===== src/rtl/alu_cmd_sequencer_if.sv =====
// Bus bundle between the ALU command sequencer and its environment:
// command handshake, ALU input/output bus and response handshake.
// With ALU_SEQ_CHAIN_EN defined the bundle also carries cmd_chain.
interface alu_cmd_sequencer_if;
`ifdef ALU_SEQ_CHAIN_EN
    logic       cmd_chain;
`endif
    logic       cmd_valid;
    logic       cmd_ready;
    logic [2:0] cmd_op;
    logic [3:0] cmd_a;
    logic [3:0] cmd_b;
    logic [3:0] alu_op1;
    logic [3:0] alu_op2;
    logic [2:0] alu_ctrl;
    logic [3:0] alu_out;
    logic       alu_cout;
    logic       rsp_valid;
    logic       rsp_ready;
    logic [3:0] rsp_data;
    logic       rsp_cout;
    logic       rsp_zero;
    logic       rsp_err;

    // Sequencer view.
    modport master (
`ifdef ALU_SEQ_CHAIN_EN
        input  cmd_chain,
`endif
        input  cmd_valid, cmd_op, cmd_a, cmd_b,
        output cmd_ready,
        output alu_op1, alu_op2, alu_ctrl,
        input  alu_out, alu_cout,
        output rsp_valid, rsp_data, rsp_cout, rsp_zero, rsp_err,
        input  rsp_ready
    );

    // Environment view: command source, ALU and response consumer.
    modport slave (
`ifdef ALU_SEQ_CHAIN_EN
        output cmd_chain,
`endif
        output cmd_valid, cmd_op, cmd_a, cmd_b,
        input  cmd_ready,
        input  alu_op1, alu_op2, alu_ctrl,
        output alu_out, alu_cout,
        input  rsp_valid, rsp_data, rsp_cout, rsp_zero, rsp_err,
        output rsp_ready
    );
endinterface


===== src/rtl/alu_cmd_sequencer.sv =====
// Drives a combinational 4-bit ALU: accepts a command, holds the operands
// on the ALU bus for SETTLE_CYCLES edges, captures the result with flags
// and hands it back over a valid/ready response channel.
// Optional macro ALU_SEQ_CHAIN_EN: adds cmd_chain and a result accumulator
// that can replace operand 1 of the next command.
module alu_cmd_sequencer #(
    parameter int SETTLE_CYCLES = 1,
    parameter int CNT_W         = 8
) (
    input  logic             clk,
    input  logic             rst_n,
    alu_cmd_sequencer_if.master bus,
    output logic [CNT_W-1:0] cmd_count
);
    localparam logic [3:0] SETTLE_INIT = 4'(SETTLE_CYCLES);

    typedef enum logic [1:0] {IDLE, DRIVE, RESP} state_t;

    state_t           state_reg, state_next;
    logic [3:0]       op1_reg, op1_next;
    logic [3:0]       op2_reg, op2_next;
    logic [2:0]       ctrl_reg, ctrl_next;
    logic [3:0]       settle_reg, settle_next;
    logic             valid_reg, valid_next;
    logic [3:0]       data_reg, data_next;
    logic             cout_reg, cout_next;
    logic             zero_reg, zero_next;
    logic             err_reg, err_next;
    logic [CNT_W-1:0] count_reg, count_next;
`ifdef ALU_SEQ_CHAIN_EN
    logic [3:0]       acc_reg, acc_next;
`endif

    // State and datapath registers, cleared asynchronously.
    always_ff @(posedge clk or negedge rst_n) begin
        if (!rst_n) begin
            state_reg  <= IDLE;
            op1_reg    <= '0;
            op2_reg    <= '0;
            ctrl_reg   <= '0;
            settle_reg <= '0;
            valid_reg  <= 1'b0;
            data_reg   <= '0;
            cout_reg   <= 1'b0;
            zero_reg   <= 1'b0;
            err_reg    <= 1'b0;
            count_reg  <= '0;
`ifdef ALU_SEQ_CHAIN_EN
            acc_reg    <= '0;
`endif
        end else begin
            state_reg  <= state_next;
            op1_reg    <= op1_next;
            op2_reg    <= op2_next;
            ctrl_reg   <= ctrl_next;
            settle_reg <= settle_next;
            valid_reg  <= valid_next;
            data_reg   <= data_next;
            cout_reg   <= cout_next;
            zero_reg   <= zero_next;
            err_reg    <= err_next;
            count_reg  <= count_next;
`ifdef ALU_SEQ_CHAIN_EN
            acc_reg    <= acc_next;
`endif
        end
    end

    // Next-state logic: accept, settle countdown, capture, response handshake.
    always_comb begin
        state_next  = state_reg;
        op1_next    = op1_reg;
        op2_next    = op2_reg;
        ctrl_next   = ctrl_reg;
        settle_next = settle_reg;
        valid_next  = valid_reg;
        data_next   = data_reg;
        cout_next   = cout_reg;
        zero_next   = zero_reg;
        err_next    = err_reg;
        count_next  = count_reg;
`ifdef ALU_SEQ_CHAIN_EN
        acc_next    = acc_reg;
`endif
        case (state_reg)
            IDLE: begin
                if (bus.cmd_valid) begin
                    if (bus.cmd_op[2:1] == 2'b11) begin
                        // Illegal opcode: answer immediately, leave the ALU bus alone.
                        data_next  = 4'd0;
                        cout_next  = 1'b0;
                        zero_next  = 1'b1;
                        err_next   = 1'b1;
                        valid_next = 1'b1;
                        state_next = RESP;
                    end else begin
`ifdef ALU_SEQ_CHAIN_EN
                        op1_next = bus.cmd_chain ? acc_reg : bus.cmd_a;
`else
                        op1_next = bus.cmd_a;
`endif
                        op2_next    = bus.cmd_b;
                        ctrl_next   = bus.cmd_op;
                        settle_next = SETTLE_INIT;
                        state_next  = DRIVE;
                    end
                end
            end
            DRIVE: begin
                settle_next = settle_reg - 4'd1;
                if (settle_reg == 4'd1) begin
                    // Carry only has meaning for ADD/SUB (ctrl[2] set).
                    data_next  = bus.alu_out;
                    cout_next  = ctrl_reg[2] & bus.alu_cout;
                    zero_next  = (bus.alu_out == 4'd0);
                    err_next   = 1'b0;
                    valid_next = 1'b1;
                    state_next = RESP;
`ifdef ALU_SEQ_CHAIN_EN
                    acc_next   = bus.alu_out;
`endif
                end
            end
            RESP: begin
                if (bus.rsp_ready) begin
                    valid_next = 1'b0;
                    count_next = count_reg + CNT_W'(1);
                    state_next = IDLE;
                end
            end
            default: state_next = IDLE;
        endcase
    end

    assign bus.cmd_ready = (state_reg == IDLE);
    assign bus.alu_op1   = op1_reg;
    assign bus.alu_op2   = op2_reg;
    assign bus.alu_ctrl  = ctrl_reg;
    assign bus.rsp_valid = valid_reg;
    assign bus.rsp_data  = data_reg;
    assign bus.rsp_cout  = cout_reg;
    assign bus.rsp_zero  = zero_reg;
    assign bus.rsp_err   = err_reg;
    assign cmd_count     = count_reg;
endmodule


===== src/flat_wrapper.sv =====
// flat-port wrapper written by rule: the top's interface ports become plain ports
module alu_cmd_sequencer_flat 
#(
    parameter int SETTLE_CYCLES = 1,
    parameter int CNT_W         = 8
)
  (clk, rst_n, cmd_count, bus_cmd_valid, bus_cmd_op, bus_cmd_a, bus_cmd_b, bus_cmd_ready, bus_alu_op1, bus_alu_op2, bus_alu_ctrl, bus_alu_out, bus_alu_cout, bus_rsp_valid, bus_rsp_data, bus_rsp_cout, bus_rsp_zero, bus_rsp_err, bus_rsp_ready);
  alu_cmd_sequencer_if bus_i ();
  input  logic clk;
  input  logic rst_n;
  output logic [CNT_W-1:0] cmd_count;
  input wire logic [$bits(bus_i.cmd_valid)-1:0] bus_cmd_valid;
  input wire logic [$bits(bus_i.cmd_op)-1:0] bus_cmd_op;
  input wire logic [$bits(bus_i.cmd_a)-1:0] bus_cmd_a;
  input wire logic [$bits(bus_i.cmd_b)-1:0] bus_cmd_b;
  output wire logic [$bits(bus_i.cmd_ready)-1:0] bus_cmd_ready;
  output wire logic [$bits(bus_i.alu_op1)-1:0] bus_alu_op1;
  output wire logic [$bits(bus_i.alu_op2)-1:0] bus_alu_op2;
  output wire logic [$bits(bus_i.alu_ctrl)-1:0] bus_alu_ctrl;
  input wire logic [$bits(bus_i.alu_out)-1:0] bus_alu_out;
  input wire logic [$bits(bus_i.alu_cout)-1:0] bus_alu_cout;
  output wire logic [$bits(bus_i.rsp_valid)-1:0] bus_rsp_valid;
  output wire logic [$bits(bus_i.rsp_data)-1:0] bus_rsp_data;
  output wire logic [$bits(bus_i.rsp_cout)-1:0] bus_rsp_cout;
  output wire logic [$bits(bus_i.rsp_zero)-1:0] bus_rsp_zero;
  output wire logic [$bits(bus_i.rsp_err)-1:0] bus_rsp_err;
  input wire logic [$bits(bus_i.rsp_ready)-1:0] bus_rsp_ready;
  assign bus_i.cmd_valid = bus_cmd_valid;
  assign bus_i.cmd_op = bus_cmd_op;
  assign bus_i.cmd_a = bus_cmd_a;
  assign bus_i.cmd_b = bus_cmd_b;
  assign bus_cmd_ready = bus_i.cmd_ready;
  assign bus_alu_op1 = bus_i.alu_op1;
  assign bus_alu_op2 = bus_i.alu_op2;
  assign bus_alu_ctrl = bus_i.alu_ctrl;
  assign bus_i.alu_out = bus_alu_out;
  assign bus_i.alu_cout = bus_alu_cout;
  assign bus_rsp_valid = bus_i.rsp_valid;
  assign bus_rsp_data = bus_i.rsp_data;
  assign bus_rsp_cout = bus_i.rsp_cout;
  assign bus_rsp_zero = bus_i.rsp_zero;
  assign bus_rsp_err = bus_i.rsp_err;
  assign bus_i.rsp_ready = bus_rsp_ready;
  alu_cmd_sequencer #(.SETTLE_CYCLES(SETTLE_CYCLES), .CNT_W(CNT_W)) u_core (.clk(clk), .rst_n(rst_n), .bus(bus_i), .cmd_count(cmd_count));
endmodule

===== config.mk =====
export PLATFORM = sky130hd
export DESIGN_NAME = alu_cmd_sequencer_flat
export DESIGN_NICKNAME = d
export VERILOG_FILES = /design/src/rtl/alu_cmd_sequencer_if.sv /design/src/rtl/alu_cmd_sequencer.sv /design/src/flat_wrapper.sv
export SDC_FILE = /design/constraint.sdc
export NUM_CORES = 1
export LEC_CHECK = 0
export ABC_AREA = 1
export BUFFER_PORTS_ARGS = -buffer_cell sky130_fd_sc_hd__buf_4
export CORE_ASPECT_RATIO = 0.75
export CORE_MARGIN = 2
export CORE_UTILIZATION = 53
export CTS_BUF_LIST = sky130_fd_sc_hd__clkbuf_8
export DETAILED_ROUTE_END_ITERATION = 16
export GPL_TIMING_DRIVEN = 0
export PLACE_DENSITY_LB_ADDON = 0.1
export SLEW_MARGIN = 20
export SYNTH_ARGS = -nofsm -noshare
export SYNTH_HDL_FRONTEND = slang
export SYNTH_SLANG_ARGS = --single-unit

===== constraint.sdc =====
create_clock -name clk -period 1.35 [get_ports clk]
set_input_delay 0.2025 -clock clk [delete_from_list [all_inputs] [get_ports clk]]
set_output_delay 0.2025 -clock clk [all_outputs]
set_load 0.05 [all_outputs]

==> flow_metrics.py, run 1 <==
metrics = {
    "sta": {
        "slew_violations": 0,
        "hold_violations": 0,
        "final.period_utilization_pct": 96.3,
        "fin_crit_ns": 1.30,
        "fin_skew_ns": 0.00514,
        "rsz0062_at_grt": "no",
        "whs_ns": 0.134,
        "tightest_slew_ns": 0.413,
        "relSlewSlack_pct": 72.5,
        "timing.final.ws_setup_ns": 0.0502,
        "max_freq_ghz": 0.769,
        "setup_viol": 0,
    },
    "placement": {
        "routabilityCongestion": 0.770,
        "dp_hpwl_um": 2510,
        "post-place-ws_ns": 0.0423,
        "io_buffers": 47,
        "place_inst": 266,
    },
    "synthesis": {
        "syn_inst": 181,
        "yosys.cell_types.count": 25,
        "ys_ff_latch": 33,
        "synth_nets": 204,
        "postSynthAreaPerCell_um2": 8.98,
        "synthTopCellsByArea": "dfrtp_1 51%, nand2_1 14%, o21ai_2 6.5%, nand3_1 5.2%, inv_1 4.8%",
        "synth_top_cell_area_share_pct": 50.8,
        "ys.warnings.count": 0,
        "yosysSeqAreaShare_pct": 50.8,
        "synth_area_mm2": 0.00163,
        "yosys.area.top_type": "dfrtp_1",
    },
    "power_and_ir_drop": {
        "ir_drop_mv": 1.61,
        "pwr-share-clk_pct": 13.7,
        "pwr-share-seq_pct": 30.2,
        "finalPower_mw": 5.87,
        "switching_power_mw": 2.96,
        "switching_share_pct": 50.3,
        "comb_power_share_pct": 56.1,
        "p_int_mw": 2.91,
        "powerDensity_mw_per_mm2": 2670,
        "leakage_nw": 1.17,
    },
    "finish": {
        "largest_register_ffs": 8,
        "final_cell_mix": "53 x nand2_1, 48 x buf_4, 28 x dfrtp_1",
        "final_common_cell": "nand2_1",
        "nets": 261,
        "drive_above_1_share_pct": 41.4,
        "antenna_cells": 0,
        "syn2layout_area_growth_pct": 35.0,
        "stdcell_count": 277,
    },
    "setup_path": {
        "cp_slowest_stage_delay_ns": 0.46,
        "path_cells": "nor2_4 > buf_6",
        "crit_type": "reg2out",
        "crit_slowest_cell": "dfrtp_2",
        "worst-r2r-cell-count": 5,
        "crit_fanout": 5,
        "arrival_ns": 1.10,
        "cp-start-kind": "register",
        "rrSetupSlack_ns": 0.10,
        "crit_path_end_kind": "primary output",
        "worstPathRequired_ns": 1.15,
    },
    "cts": {
        "htreeDepth": 2,
        "clkSinkCount": 33,
        "cts_tree": "done",
        "path_clk_slew_ns": 0.07,
        "cts_made_buffers": 5,
        "clk-insertion-delay-late_ns": 0.28,
        "cts_buffer_depth": 2,
        "cts-root-buf": "clkbuf_8",
    },
    "global_routing": {
        "grt-busiest-layer": "met2",
        "grt_pass1_vias": 1283,
        "met2_usage_pct": 36.7,
        "grt_usage_pct": 22.2,
        "gr-total-overflow": 0,
        "grt_antenna_before_repair": 0,
        "grt_util_met1_pct": 28.5,
        "grt_max_degree": 34,
        "gr-usage-met3_pct": 7.36,
        "grt_pass1_wl_um": 5760,
    },
    "route": {
        "viasPerCell": 4.99,
        "firstDrtPassIters": 4,
        "vias": 1383,
        "wirelength_um": 3390,
        "drt_iter0_markers": 113,
        "drc": 0,
        "post_drt_wl_per_cell_um": 12.2,
        "ant_nets": 0,
    },
    "hold_path": {
        "hold_depth": 2,
        "holdCritPathClass": "in2reg",
    },
    "die": {
        "core_area_mm2": 0.00294,
        "die-area_mm2": 0.00353,
        "io_pins": 48,
        "die_h_um": 52.0,
        "initial_core_util_pct": 55.4,
        "rows": 17,
        "die_width_um": 67.9,
    },
    "run": {
        "drv_cap": 0,
    },
    "outcome": {
        "status": "complete, no violations",
    },
}
-- logic make-up after synthesis --
family,share of synthesized area (%)
AOI/OAI and AO/OA,8.54
and+or+nand+nor,28.4
DFF,50.8
buffers and inverters,7.31
adders and majority gates,2.31
xor gates and xnor gates,2.62
-- synth_stat cells --
cell type  number
nand2_1        59
dfrtp_1        33
nor2_4          1
nand4_1         2
o22ai_1         1
buf_6           1
or2_2           1
inv_1          21
nand3_4         2
clkbuf_8        1
xor2_1          3
nand3_2         1
o21ai_2        12
xnor2_2         1
nand2_2         1
nor2_8          1
ha_1            3
o21ai_0         3
nand2_4         1
nor2_2          2
a21oi_1         1
nor2_1          8
nand3_1        17
inv_2           4
o31ai_1         1
-- timing repair --
action | CTS | global route
buffers inserted | 0 | 2
pin swaps | 0 | 1
hold endpoints to repair | 33 | 0
hold buffers | 1 | 0
gates resized for setup | 1 | 3
endpoints found under the setup margin | 1 | 11
-- per-stage QoR --
stage / TNS (ns) / area [um2] / util, %
global route: 0 / 2190 / 74.8
CTS: 0 / 2170 / 74.0
finish: 0 / 2190 / 74.8
detailed placement: 0 / 2060 / 70.1
floorplan: -0.110 / 1660 / -
global placement: 0 / 2060 / 70.1
-- path summary, 6_finish.rpt --
| check | start | to |
|---|---|---|
| min in group asynchronous | rst_n | u_core.settle_reg[0] |
| worst min-delay path | bus_rsp_ready | u_core.state_reg[1] |
| max in group asynchronous | rst_n | u_core.state_reg[0] |
| worst max-delay path | u_core.state_reg[0] | bus_cmd_ready |
| worst min register to register | u_core.bus.rsp_data[0] | u_core.bus.rsp_data[0] |
| worst max register to register | u_core.state_reg[1] | u_core.state_reg[1] |
-- critical path, delay by kind of cell, from the launching register on --
family                 cells  cell delay, ns
DFF                        1            0.46
buffers and inverters      1            0.18
and+or+nand+nor            1            0.19
-- cell type report --
type | instances | area (um2)
fill | 216 | 741
buffer | 2 | 25.0
tap | 38 | 47.5
clock inverter | 1 | 5.00
inverter | 25 | 93.8
timing repair buffer | 50 | 382
sequential | 33 | 832
multi-input combinational | 121 | 713
clock buffer | 7 | 96.3
-- power groups by stage --
stage,combinational [mW],sequential (mW),clock (mW)
final,3.29,1.77,0.805
after global routing,3.51,1.83,0.884
after CTS,3.25,1.78,0.820
after detailed placement,3.20,1.80,0
after global placement,3.14,1.76,0
after floorplan,1.20,2.88,0
-- metal layers --
metal  vias up  share of wire [%]
met5         -                  0
met4         0                  0
met3         0                6.1
met2        44                 51
met1       655                 43
li1        684                  -
Power figures use the tool's default switching activity.
==> run 2: changes to the inputs <==
--- a/config.mk
+++ b/config.mk
@@ -5,11 +5,10 @@
 export SDC_FILE = /design/constraint.sdc
 export NUM_CORES = 1
 export LEC_CHECK = 0
-export ABC_AREA = 1
 export BUFFER_PORTS_ARGS = -buffer_cell sky130_fd_sc_hd__buf_4
 export CORE_ASPECT_RATIO = 0.75
 export CORE_MARGIN = 2
-export CORE_UTILIZATION = 53
+export CORE_UTILIZATION = 52
 export CTS_BUF_LIST = sky130_fd_sc_hd__clkbuf_8
 export DETAILED_ROUTE_END_ITERATION = 16
 export GPL_TIMING_DRIVEN = 0
==> flow_metrics.py, run 2 <==
metrics = {
    "route": {
        "drt_iter0_markers": 33,
        "wirelength_um": 3180,
        "drc": 0,
        "viasPerCell": 5.24,
        "firstDrtPassIters": 4,
        "post_drt_wl_per_cell_um": 15.0,
        "ant_nets": 0,
        "vias": 1110,
    },
    "die": {
        "io_pins": 48,
        "die-area_mm2": 0.00328,
        "die_h_um": 50.1,
        "rows": 16,
        "initial_core_util_pct": 55.8,
        "die_width_um": 65.5,
        "core_area_mm2": 0.00264,
    },
    "global_routing": {
        "grt_util_met1_pct": 27.0,
        "grt_pass1_vias": 1015,
        "met2_usage_pct": 34.7,
        "gr-usage-met3_pct": 5.48,
        "grt_usage_pct": 20.4,
        "grt_max_degree": 34,
        "grt_antenna_before_repair": 0,
        "grt_pass1_wl_um": 4930,
        "grt-busiest-layer": "met2",
        "gr-total-overflow": 0,
    },
    "power_and_ir_drop": {
        "switching_power_mw": 2.58,
        "powerDensity_mw_per_mm2": 2690,
        "pwr-share-seq_pct": 30.5,
        "pwr-share-clk_pct": 12.0,
        "leakage_nw": 1.06,
        "p_int_mw": 3.10,
        "switching_share_pct": 45.4,
        "comb_power_share_pct": 57.5,
        "ir_drop_mv": 1.60,
    },
    "placement": {
        "dp_hpwl_um": 2110,
        "place_inst": 197,
        "routabilityCongestion": 0.845,
        "io_buffers": 47,
    },
    "setup_path": {
        "worst-r2r-cell-count": 4,
        "crit_path_end_kind": "register",
        "crit_path_frequent_cell": "or2_4",
        "crit_slowest_cell": "dfrtp_2",
        "cp_slowest_stage_delay_ns": 0.45,
        "cp_top_family": "simple AND/OR/NAND/NOR gates",
        "worstPathRequired_ns": 1.51,
        "path_depth": 4,
        "path_buf_inv": 1,
        "path_cells": "or2_4 > or2_4 > buf_12 > mux2_4",
        "crit_type": "reg2reg",
        "crit_fanout": 8,
        "cp-start-kind": "register",
        "arrival_ns": 1.72,
    },
    "cts": {
        "htreeDepth": 2,
        "path_clk_slew_ns": 0.07,
        "cts_tree": "done",
        "cts_made_buffers": 5,
        "cts_buffer_depth": 2,
        "clkSinkCount": 33,
        "cts-root-buf": "clkbuf_8",
        "clk-insertion-delay-late_ns": 0.28,
    },
    "sta": {
        "hold_violations": 0,
        "rsz0062_at_grt": "yes",
        "slew_violations": 0,
        "timing.final.ws_setup_ns": -0.218,
        "max_freq_ghz": 0.638,
        "whs_ns": 0.127,
        "fin_skew_ns": 0.00578,
        "setup_viol": 20,
        "fin_crit_ns": 1.57,
        "final.period_utilization_pct": 116,
        "tightest_slew_ns": 0.397,
        "relSlewSlack_pct": 73.5,
    },
    "finish": {
        "final_cell_mix": "51 x buf_4, 27 x dfrtp_1, 10 x mux2_4",
        "nets": 198,
        "syn2layout_area_growth_pct": 43.1,
        "fillCellCount": 161,
        "final_core_util_pct": 79.8,
        "stdcell_count": 212,
        "largest_register_ffs": 8,
        "drive_above_1_share_pct": 53.4,
        "final_common_cell": "buf_4",
        "antenna_cells": 0,
    },
    "outcome": {
        "violations": "negative setup slack",
        "status": "complete, but fails checks",
    },
    "synthesis": {
        "yosys.cell_types.count": 38,
        "synth.most_common_cell": "dfrtp_1",
        "synth_nets": 137,
        "synthTopCellsByArea": "dfrtp_1 56%, mux2_4 10%, xnor2_1 3.0%, ha_1 2.5%, a22o_1 2.4%",
        "synth_area_mm2": 0.00147,
        "yosys_most_used_dff": "dfrtp_1",
        "postSynthAreaPerCell_um2": 12.9,
        "synth_top_cell_area_share_pct": 56.0,
        "synth_edf_count": 0,
        "ys_ff_latch": 33,
        "synthArstFlopShare_pct": 100,
        "netlist_top_cells_count": "33 x dfrtp_1, 10 x mux2_4, 8 x inv_1",
        "yosys.area.top_type": "dfrtp_1",
        "yosysSeqAreaShare_pct": 56.0,
        "syn_inst": 114,
        "ys.warnings.count": 0,
    },
    "hold_path": {
        "hold_depth": 2,
        "holdCritPathClass": "in2reg",
    },
    "run": {
        "drv_cap": 0,
    },
}
run 2: cell count changes after synthesis, moves of 4 or more:
cell	delta
a22o_1	+4
inv_1	-13
inv_2	-4
mux2_4	+10
nand2_1	-54
nand3_1	-16
nor2_1	-5
o21ai_2	-12
xnor2_1	+5
run 2: through the flow:
step           power, mW  area [um2]  setup TNS, ns  setup slack [ns]
3_3_place_gp        4.56        1890          -2.66            -0.209
5_1_grt             5.98        2110          -3.48            -0.232
3_5_place_dp        4.64        1890          -3.15            -0.230
4_1_cts             5.51        2060          -2.85            -0.221
2_1_floorplan       3.80        1490          -1.63            -0.156
6_report            5.68        2110          -2.55            -0.218
run 2: cell type report:
type / count / area (um2) / share of cell area (%)
buffer: 1 / 20.0 / 0.949
inverter: 8 / 32.5 / 1.54
clock inverter: 3 / 13.8 / 0.652
clock buffer: 5 / 68.8 / 3.26
multi-input combinational: 70 / 638 / 30.2
tap: 36 / 45.0 / 2.14
sequential: 33 / 833 / 39.5
timing repair buffer: 56 / 458 / 21.7
run 2: kinds of logic after synthesis:
| group | share of synthesized area, % |
|---|---|
| flops | 56.0 |
| simple gates | 11.5 |
| xor+xnor | 4.16 |
| mux | 11.6 |
| buf+inv | 3.82 |
| compound gates | 10.3 |
| fa+ha+maj | 2.55 |
run 2: worst reg2reg max path, cell delays in order, from the launching register on:
cell and delay, ns:
dfrtp_2 0.45, or2_4 0.27, or2_4 0.27, buf_12 0.15, mux2_4 0.30
run 2: repair_timing:
action                                  4_1_cts  5_1_grt
pin swaps                                     6        8
setup buffers                                 3        4
cloned                                        1        0
resized for setup                            12        9
hold buffers                                  1        0
endpoints found under the setup margin       22       25
endpoints found under the hold margin        33        0
run 2: layer usage:
layer | share of wire [%] | wire, um
met4 | 0.41 | 13
met3 | 4.7 | 149
met5 | 0 | 0
met2 | 51 | 1630
met1 | 44 | 1390
run 2: power groups by stage:
stage / Combinational [mW] / Clock, mW / Sequential, mW
5_1_grt: 3.44 / 0.754 / 1.79
6_report: 3.27 / 0.680 / 1.73
2_1_floorplan: 1.07 / 0 / 2.73
4_1_cts: 3.11 / 0.682 / 1.71
3_3_place_gp: 2.87 / 0 / 1.69
3_5_place_dp: 2.92 / 0 / 1.73
run 2: worst paths after layout:
kind                                           from                     to  slack (ns)
worst max-delay path            u_core.state_reg[1]  u_core.bus.alu_op1[1]       -0.22
worst min-delay path                  bus_rsp_ready    u_core.state_reg[1]        0.13
worst max register to register  u_core.state_reg[1]  u_core.bus.alu_op1[1]       -0.22
worst min register to register  u_core.cmd_count[7]    u_core.cmd_count[7]        0.48
max in group asynchronous                     rst_n    u_core.cmd_count[4]        0.63
min in group asynchronous                     rst_n   u_core.settle_reg[0]        0.40
